$ cat src/rtl/led_scan_driver.sv
// led_scan_driver
//   Multiplexed seven-segment driver placed directly after the LED-showing RAM.
//   Walks the RAM display slots in order, fetches each byte, decodes it to
//   active-low segments and lights one common-anode digit at a time, with an
//   all-off guard interval between digits to suppress ghosting.
//
// Ports
//   clk          system clock
//   reset        synchronous, active-high reset
//   enable       scan enable; low blanks the display and parks the scanner
//   read_address slot address to the RAM read port (registered, = digit index)
//   read_data    RAM byte: [3:0] hex, [4] dp on, [6:5] ignored, [7] blank
//   digit_sel    active-low digit enables, at most one low at a time
//   segments     active-low segments {dp,g,f,e,d,c,b,a}
//   frame_done   one-cycle pulse on the last cycle of the last digit
//
// States
//   IDLE  | display blank, index 0, waiting for enable
//   FETCH | one cycle, read_address = index, RAM byte captured at its end
//   SHOW  | REFRESH_DIV cycles, selected digit lit with captured pattern
//   GUARD | GUARD_CYCLES cycles, all digits off before advancing

module led_scan_driver #(
  parameter int NUM_DIGITS   = 8,
  parameter int REFRESH_DIV  = 50000,
  parameter int GUARD_CYCLES = 16
) (
  input  logic                  clk,
  input  logic                  reset,
  input  logic                  enable,
  output logic [2:0]            read_address,
  input  logic [7:0]            read_data,
  output logic [NUM_DIGITS-1:0] digit_sel,
  output logic [7:0]            segments,
  output logic                  frame_done
);

  localparam int MAX_CNT = (REFRESH_DIV > GUARD_CYCLES) ? REFRESH_DIV : GUARD_CYCLES;
  localparam int CW      = (MAX_CNT < 2) ? 1 : $clog2(MAX_CNT);
  localparam logic [NUM_DIGITS-1:0] ALL_OFF = '1;

  typedef enum logic [1:0] {IDLE, FETCH, SHOW, GUARD} state_t;

  state_t        state;
  logic [CW-1:0] cnt;
  logic          last_digit;
  logic [2:0]    next_address;
  logic          unused_bits;

  assign last_digit   = (int'(read_address) == NUM_DIGITS - 1);
  assign next_address = last_digit ? 3'd0 : read_address + 3'd1;
  assign unused_bits  = ^read_data[6:5];

  // Blank bit overrides everything, including the decimal point.
  function automatic logic [7:0] decode(input logic [7:0] b);
    logic [6:0] s;
    case (b[3:0])
      4'h0: s = 7'h40;
      4'h1: s = 7'h79;
      4'h2: s = 7'h24;
      4'h3: s = 7'h30;
      4'h4: s = 7'h19;
      4'h5: s = 7'h12;
      4'h6: s = 7'h02;
      4'h7: s = 7'h78;
      4'h8: s = 7'h00;
      4'h9: s = 7'h10;
      4'hA: s = 7'h08;
      4'hB: s = 7'h03;
      4'hC: s = 7'h46;
      4'hD: s = 7'h21;
      4'hE: s = 7'h06;
      default: s = 7'h0E;
    endcase
    return b[7] ? 8'hFF : {~b[4], s};
  endfunction

  // read_address doubles as the digit index. frame_done is raised on the edge
  // that enters the final cycle of the last digit, so each branch predicts
  // whether the cycle it is entering is that one.
  always_ff @(posedge clk) begin
    if (reset || !enable) begin
      state        <= IDLE;
      cnt          <= '0;
      read_address <= 3'd0;
      digit_sel    <= ALL_OFF;
      segments     <= 8'hFF;
      frame_done   <= 1'b0;
    end else begin
      frame_done <= 1'b0;
      unique case (state)
        IDLE: begin
          state <= FETCH;
          cnt   <= '0;
        end
        FETCH: begin
          state      <= SHOW;
          cnt        <= '0;
          digit_sel  <= ~(NUM_DIGITS'(1) << read_address);
          segments   <= decode(read_data);
          frame_done <= last_digit && (GUARD_CYCLES == 0) && (REFRESH_DIV == 1);
        end
        SHOW: begin
          if (int'(cnt) == REFRESH_DIV - 1) begin
            cnt       <= '0;
            digit_sel <= ALL_OFF;
            segments  <= 8'hFF;
            if (GUARD_CYCLES == 0) begin
              state        <= FETCH;
              read_address <= next_address;
            end else begin
              state      <= GUARD;
              frame_done <= last_digit && (GUARD_CYCLES == 1);
            end
          end else begin
            cnt        <= cnt + 1'b1;
            frame_done <= last_digit && (GUARD_CYCLES == 0) &&
                          (int'(cnt) == REFRESH_DIV - 2);
          end
        end
        GUARD: begin
          if (int'(cnt) == GUARD_CYCLES - 1) begin
            state        <= FETCH;
            cnt          <= '0;
            read_address <= next_address;
          end else begin
            cnt        <= cnt + 1'b1;
            frame_done <= last_digit && (int'(cnt) == GUARD_CYCLES - 2);
          end
        end
        default: state <= IDLE;
      endcase
    end
  end

endmodule

$ cat config.mk
export PLATFORM = sky130hd
export DESIGN_NAME = led_scan_driver
export DESIGN_NICKNAME = d
export VERILOG_FILES = /design/src/rtl/led_scan_driver.sv
export SDC_FILE = /design/constraint.sdc
export NUM_CORES = 1
export LEC_CHECK = 0
export ABC_AREA = 1
export BUFFER_PORTS_ARGS = -buffer_cell sky130_fd_sc_hd__buf_2
export CELL_PAD_IN_SITES_DETAIL_PLACEMENT = 0
export CELL_PAD_IN_SITES_GLOBAL_PLACEMENT = 2
export CORE_MARGIN = 4
export CORE_UTILIZATION = 34
export DETAILED_ROUTE_END_ITERATION = 10
export MAX_ROUTING_LAYER = met4
export PLACE_DENSITY = 0.8
export SETUP_SLACK_MARGIN = 0.3
export SYNTH_ARGS = -nofsm -noshare
export SYNTH_HDL_FRONTEND = slang
export SYNTH_SLANG_ARGS = --single-unit
$ cat constraint.sdc
create_clock -name clk -period 4.84 [get_ports clk]
set_clock_uncertainty 0.2 [all_clocks]
set_input_delay 0.726 -clock clk [delete_from_list [all_inputs] [get_ports clk]]
set_output_delay 0.726 -clock clk [all_outputs]
set_load 0.01 [all_outputs]
==> run summary, run 1 <==
top_reg_cell synth -> dfxtp_1
number of DRC markers in iteration 0 -> 59
FF+latch count, synth -> 38
Setup Buffers After CTS -> 0
GRT Max-Usage Layer -> met2
I/O pin count -> 31
Via Count -> 1888
Placer Congestion -> 0.7890
cell row count -> 28
TritonCTS Buffers -> 5
synthesized cell area -> 0.002161 mm²
Critical Path End Type -> flop
critical path's top delay family -> simple AND/OR/NAND/NOR gates
TritonCTS clock tree -> yes
worst-skew pair later-pin latency -> 0.29 ns
Die ar. -> 0.007695 mm²
EDFF count, synth -> 0
Max FO, Critical Path -> 17
vias in the first global route -> 1826
GRT Total Usage -> 14.34%
Seq/Total Area, Yosys -> 35.21%
Antenna Nets Post-Route -> 0
Synth top area share -> 35.21%
syn_area_per_cell -> 7.251 µm²
TritonCTS Sinks -> 38
startpoint type of the worst setup path -> flop
setup tns final -> 0 ns
met1 Usage GRT -> 19.55%
clock-pin slew on the worst setup and hold paths -> 0.08 ns
n_diodes -> 0
Static Leakage -> 1.058 nW
status -> complete, no violations
core area -> 0.006061 mm²
Syn Nets -> 327
Setup WS post-layout -> 2.925 ns
max-slew violations -> 0
post-place setup slack -> 2.730 ns
worst min path class -> flop to flop
synth-to-layout area growth -> 14.48%
max cap viols -> 0
die span in x -> 87.72 µm
crit share post-route -> 39.56%
setup violators final -> 0
share of layout cells above drive strength 1 -> 17.13%
Via density -> 4.697
Hold-fix buffers, CTS -> 0
final wirelength -> 4950 µm
Critical Path, Cell by Cell -> inv_1 -> ha_1 -> clkinv_1 -> nand2_4 -> nand2_1 -> nand3_1
min Tclk post-route -> 1.915 ns
DRC Markers -> 0
post-cts sizing count -> 0
FFs w/ async S/R, synth -> 0%
largest net degree at the start of global routing -> 23
critical path class -> flop to flop
fmax -> 522.3 MHz
Remaining Overflow, GRT -> 0
most area-consuming cells after synthesis -> dfxtp_1 35%, nand3_1 12%, nand2_1 12%, ha_1 10%, nor2_1 6.1%
initial antenna violation count -> 0
worst vdd ir -> 0.0001374 V
Yosys top cell by area -> dfxtp_1
CTS Root Cell -> clkbuf_8
post-detail-place hpwl -> 3797 µm
met3 usage -> 2.916%
CP Buf/Inv Count -> 2
filler cell count -> 664
Netlist cell types -> 26
Post-Syn Instances -> 298
H-tree level count -> 2
Die Y -> 87.72 µm
initial core utilization -> 35.65%
max incr delay on CP -> 0.39 ns
Nets -> 355
met2 Resource Use GR -> 21.16%
warning count from the yosys run -> 0
power density over the cells -> 298.7 mW/mm²
number of hold violations in the final report -> 0
first-pass GRT wire length -> 8528 µm
Routed wire per std cell -> 12.31 µm
WP data required -> 4.87 ns
top-count cell post-synth -> nand2_1
RSZ-0062 raised after global routing -> no
Worst-Margin Slew -> 0.4772 ns
Port Buffers -> 28
most frequent cells after synthesis -> 68 x nand2_1, 51 x nand3_1, 38 x dfxtp_1
CP arrival -> 1.95 ns
clk buf depth -> 2
First-pass DRT Iterations -> 5
CP max stage cell -> dfxtp_1
Slew Limit Headroom -> 67.99%
[cells by family (layout without fill, tap and decap cells)]
group / Yosys count / after routing / share of synthesized area, %
DFF: 38 / 38 / 35.21
xor gates and xnor gates: 10 / 10 / 4.054
adders and majority gates: 18 / 18 / 10.42
and+or+nand+nor: 178 / 178 / 37.23
buffers and inverters: 34 / 63 / 7.585
AOI/OAI and AO/OA: 20 / 20 / 5.501
[flip-flops by register name, indices dropped and copies added, names as in the netlist]
signal        count
digit_sel         8
read_address      3
state             2
segments          8
frame_done        1
cnt              16
[worst min-delay path, stage by stage, from the launching register on]
cell,delay [ns]
dfxtp_1,0.33
nand2_1,0.05
nand3_1,0.05
[cells in the final DEF (no fill, tap or decap), drive strengths merged, types with 4 or more instances in the layout]
master / instances
a21oi: 6
buf: 29
clkbuf: 5
dfxtp: 38
ha: 18
inv: 24
nand2: 74
nand3: 51
nand4: 4
nor2: 46
o211ai: 5
o21ai: 8
xor2: 8
[worst paths after layout]
check,depth (start not counted),to,from,slack [ns]
hold / removal,2,segments[0],segments[0],0.26
hold reg to reg,2,segments[0],segments[0],0.26
setup / recovery,6,digit_sel[5],state[0],2.93
setup reg to reg,6,digit_sel[5],state[0],2.93
[where the power goes]
part           switching [mW]  internal (mW)  total (mW)  leakage (nW)
Clock                   0.123          0.207       0.329        0.0683
Sequential            0.00506          0.321       0.326         0.308
Combinational          0.0542         0.0294      0.0836         0.682
Total                   0.182          0.557       0.739          1.06
[area by class of cell]
type / count / area (µm²) / area share (%)
timing repair buffer: 29 / 147.6 / 5.969
tap: 75 / 93.84 / 3.794
sequential: 38 / 760.7 / 30.75
inverter: 26 / 97.59 / 3.945
multi-input combinational: 226 / 1236 / 49.97
clock buffer: 5 / 68.82 / 2.782
clock inverter: 3 / 68.82 / 2.782
[through the flow]
step	power (mW)	utilization [%]	instance area [µm²]	hold slack, ns	instances
6_report	0.7388	40.81	2474	0.2607	402
4_1_cts	0.7497	40.81	2474	0.2630	402
3_5_place_dp	0.4182	38.54	2336	0.2405	394
5_1_grt	0.7804	40.81	2474	0.2922	402
3_3_place_gp	0.4185	38.54	2336	0.2390	394
2_1_floorplan	0.3956	-	2161	0.2424	298
[layer usage]
metal  up-vias  part of all wire (%)  wire length, µm
li1       1025                     -                -
met2        27                    44             2177
met5         -                     0                0
met3         7                   2.7              136
met1       829                    52             2576
met4         0                   1.2               59
No activity file was read; power rests on OpenSTA's default activity.
==> inputs of run 2 (changes only) <==
Settings changed: CORE_UTILIZATION 34 to 32, PLACE_DENSITY 0.8 to 0.76.
Clock period 4.84 ns to 1.99 ns, I/O delays scaled along.
==> run 2 against run 1 <==
Routed wire length rose by 9.9%. Largest power group is now registers. Total power up 130%. Critical endpoint is now state[0]. Global-route usage is 0.32 points higher. Clock power rose by 100%. Largest cell class unchanged.
==> run summary, run 2 (synthesis gave the netlist of run 1 again) <==
Via Count -> 1973
clock-pin slew on the worst setup and hold paths -> 0.08 ns
Routed wire per std cell -> 13.02 µm
First-pass DRT Iterations -> 4
initial core utilization -> 33.46%
post-detail-place hpwl -> 3860 µm
Antenna Nets Post-Route -> 0
commonest non-fill, non-tap cell in the layout -> nand2_1
TritonCTS Sinks -> 38
Slew Limit Headroom -> 80.88%
GRT Max-Usage Layer -> met2
TritonCTS Buffers -> 5
min Tclk post-route -> 1.607 ns
WP data required -> 1.99 ns
worst min path class -> input pin to flop
setup violators final -> 0
fmax -> 622.4 MHz
most frequent cells in the layout -> 66 x nand2_1, 49 x nand3_1, 31 x dfxtp_1
max FFs per register -> 16
max-slew violations -> 0
Via density -> 4.720
startpoint type of the worst setup path -> flop
largest net degree at the start of global routing -> 22
TritonCTS clock tree -> yes
cell row count -> 29
synth-to-layout area growth -> 26.17%
die span in x -> 90.18 µm
met1 Usage GRT -> 18.28%
Static Leakage -> 1.117 nW
core area -> 0.006459 mm²
met2 Resource Use GR -> 23.83%
met3 usage -> 2.755%
DP Area -> 0.002369 mm²
Placer Congestion -> 0.7643
Remaining Overflow, GRT -> 0
H-tree level count -> 2
post-route cell area -> 0.002726 mm²
worst vdd ir -> 0.0002840 V
Max FO, Critical Path -> 8
critical path class -> flop to flop
RSZ-0062 raised after global routing -> yes
power density over the cells -> 626.0 mW/mm²
number of hold violations in the final report -> 0
Final Util -> 42.21%
crit share post-route -> 80.73%
DRC Markers -> 0
status -> complete, no violations
first-pass GRT wire length -> 9542 µm
Biggest register -> cnt
max cap viols -> 0
Port Buffers -> 28
worst-skew pair later-pin latency -> 0.30 ns
Nets -> 369
Critical Path End Type -> flop
max incr delay on CP -> 0.37 ns
Die Y -> 90.18 µm
I/O pin count -> 31
final wirelength -> 5441 µm
Worst-Margin Slew -> 0.2864 ns
setup tns final -> 0 ns
number of DRC markers in iteration 0 -> 51
CP arrival -> 1.60 ns
CP max stage cell -> dfxtp_4
n_diodes -> 0
WHS -> 0.1160 ns
Die ar. -> 0.008132 mm²
initial antenna violation count -> 0
GRT Total Usage -> 14.66%
vias in the first global route -> 2030
share of layout cells above drive strength 1 -> 27.27%
clk buf depth -> 2
total power draw -> 1.707 mW
CTS Root Cell -> clkbuf_8
Critical Path, Cell by Cell -> ha_2 -> nand3_4 -> nor2_2 -> nand2_2 -> nand2_8 -> buf_6 -> nand3_1 -> nand2_1 -> nor2_1
biggest regs -> cnt x16, digit_sel x8, segments x8
run 2: final cells by class:
type                    count  area, µm²
inverters                  26      100.1
clock buffers               5      68.82
well taps                  77      96.34
repair buffers             41      261.5
flip-flops and latches     38      774.5
multi-input cells         228       1385
clock inverters             3      40.04
fillers                   703       3732
run 2: worst max-delay path, delay by kind of cell, from the launching register on:
kind	cells	cell delay [ns]
buffers and inverters	1	0.12
adder cells (fa/ha/maj)	1	0.19
flip-flops	1	0.37
AND/OR/NAND/NOR	7	0.61
run 2: path summary, 6_finish.rpt:
check / startpoint / to / slack [ns] / cells after the start
worst max register to register: cnt[0] / state[0] / 0.38 / 9
worst max-delay path: cnt[0] / state[0] / 0.38 / 9
worst min-delay path: read_data[4] / segments[7] / 0.12 / 4
worst min register to register: cnt[0] / cnt[0] / 0.24 / 1
run 2: repair_timing:
action	CTS	global route
pin swaps	4	5
gates cloned	1	2
resized for setup	10	33
setup endpoints to repair	32	37
setup buffers	4	3
hold buffers	0	0
run 2: per-layer routing:
layer	wire length, µm	vias to the layer above
met5	0	-
met4	83	0
met3	132	8
met2	2443	21
met1	2781	890
li1	-	1054
run 2: metrics by stage:
| step | std cells | setup slack [ns] |
|---|---|---|
| floorplan | 298 | 0.3806 |
| global placement | 400 | 0.1724 |
| detailed placement | 400 | 0.1636 |
| CTS | 413 | 0.3038 |
| global route | 418 | 0.2705 |
| finish | 418 | 0.3834 |
run 2: power breakdown:
group | internal (mW) | switching [mW] | total, mW
Combinational | 0.0964 | 0.152 | 0.248
Clock | 0.369 | 0.298 | 0.667
Sequential | 0.778 | 0.0132 | 0.791
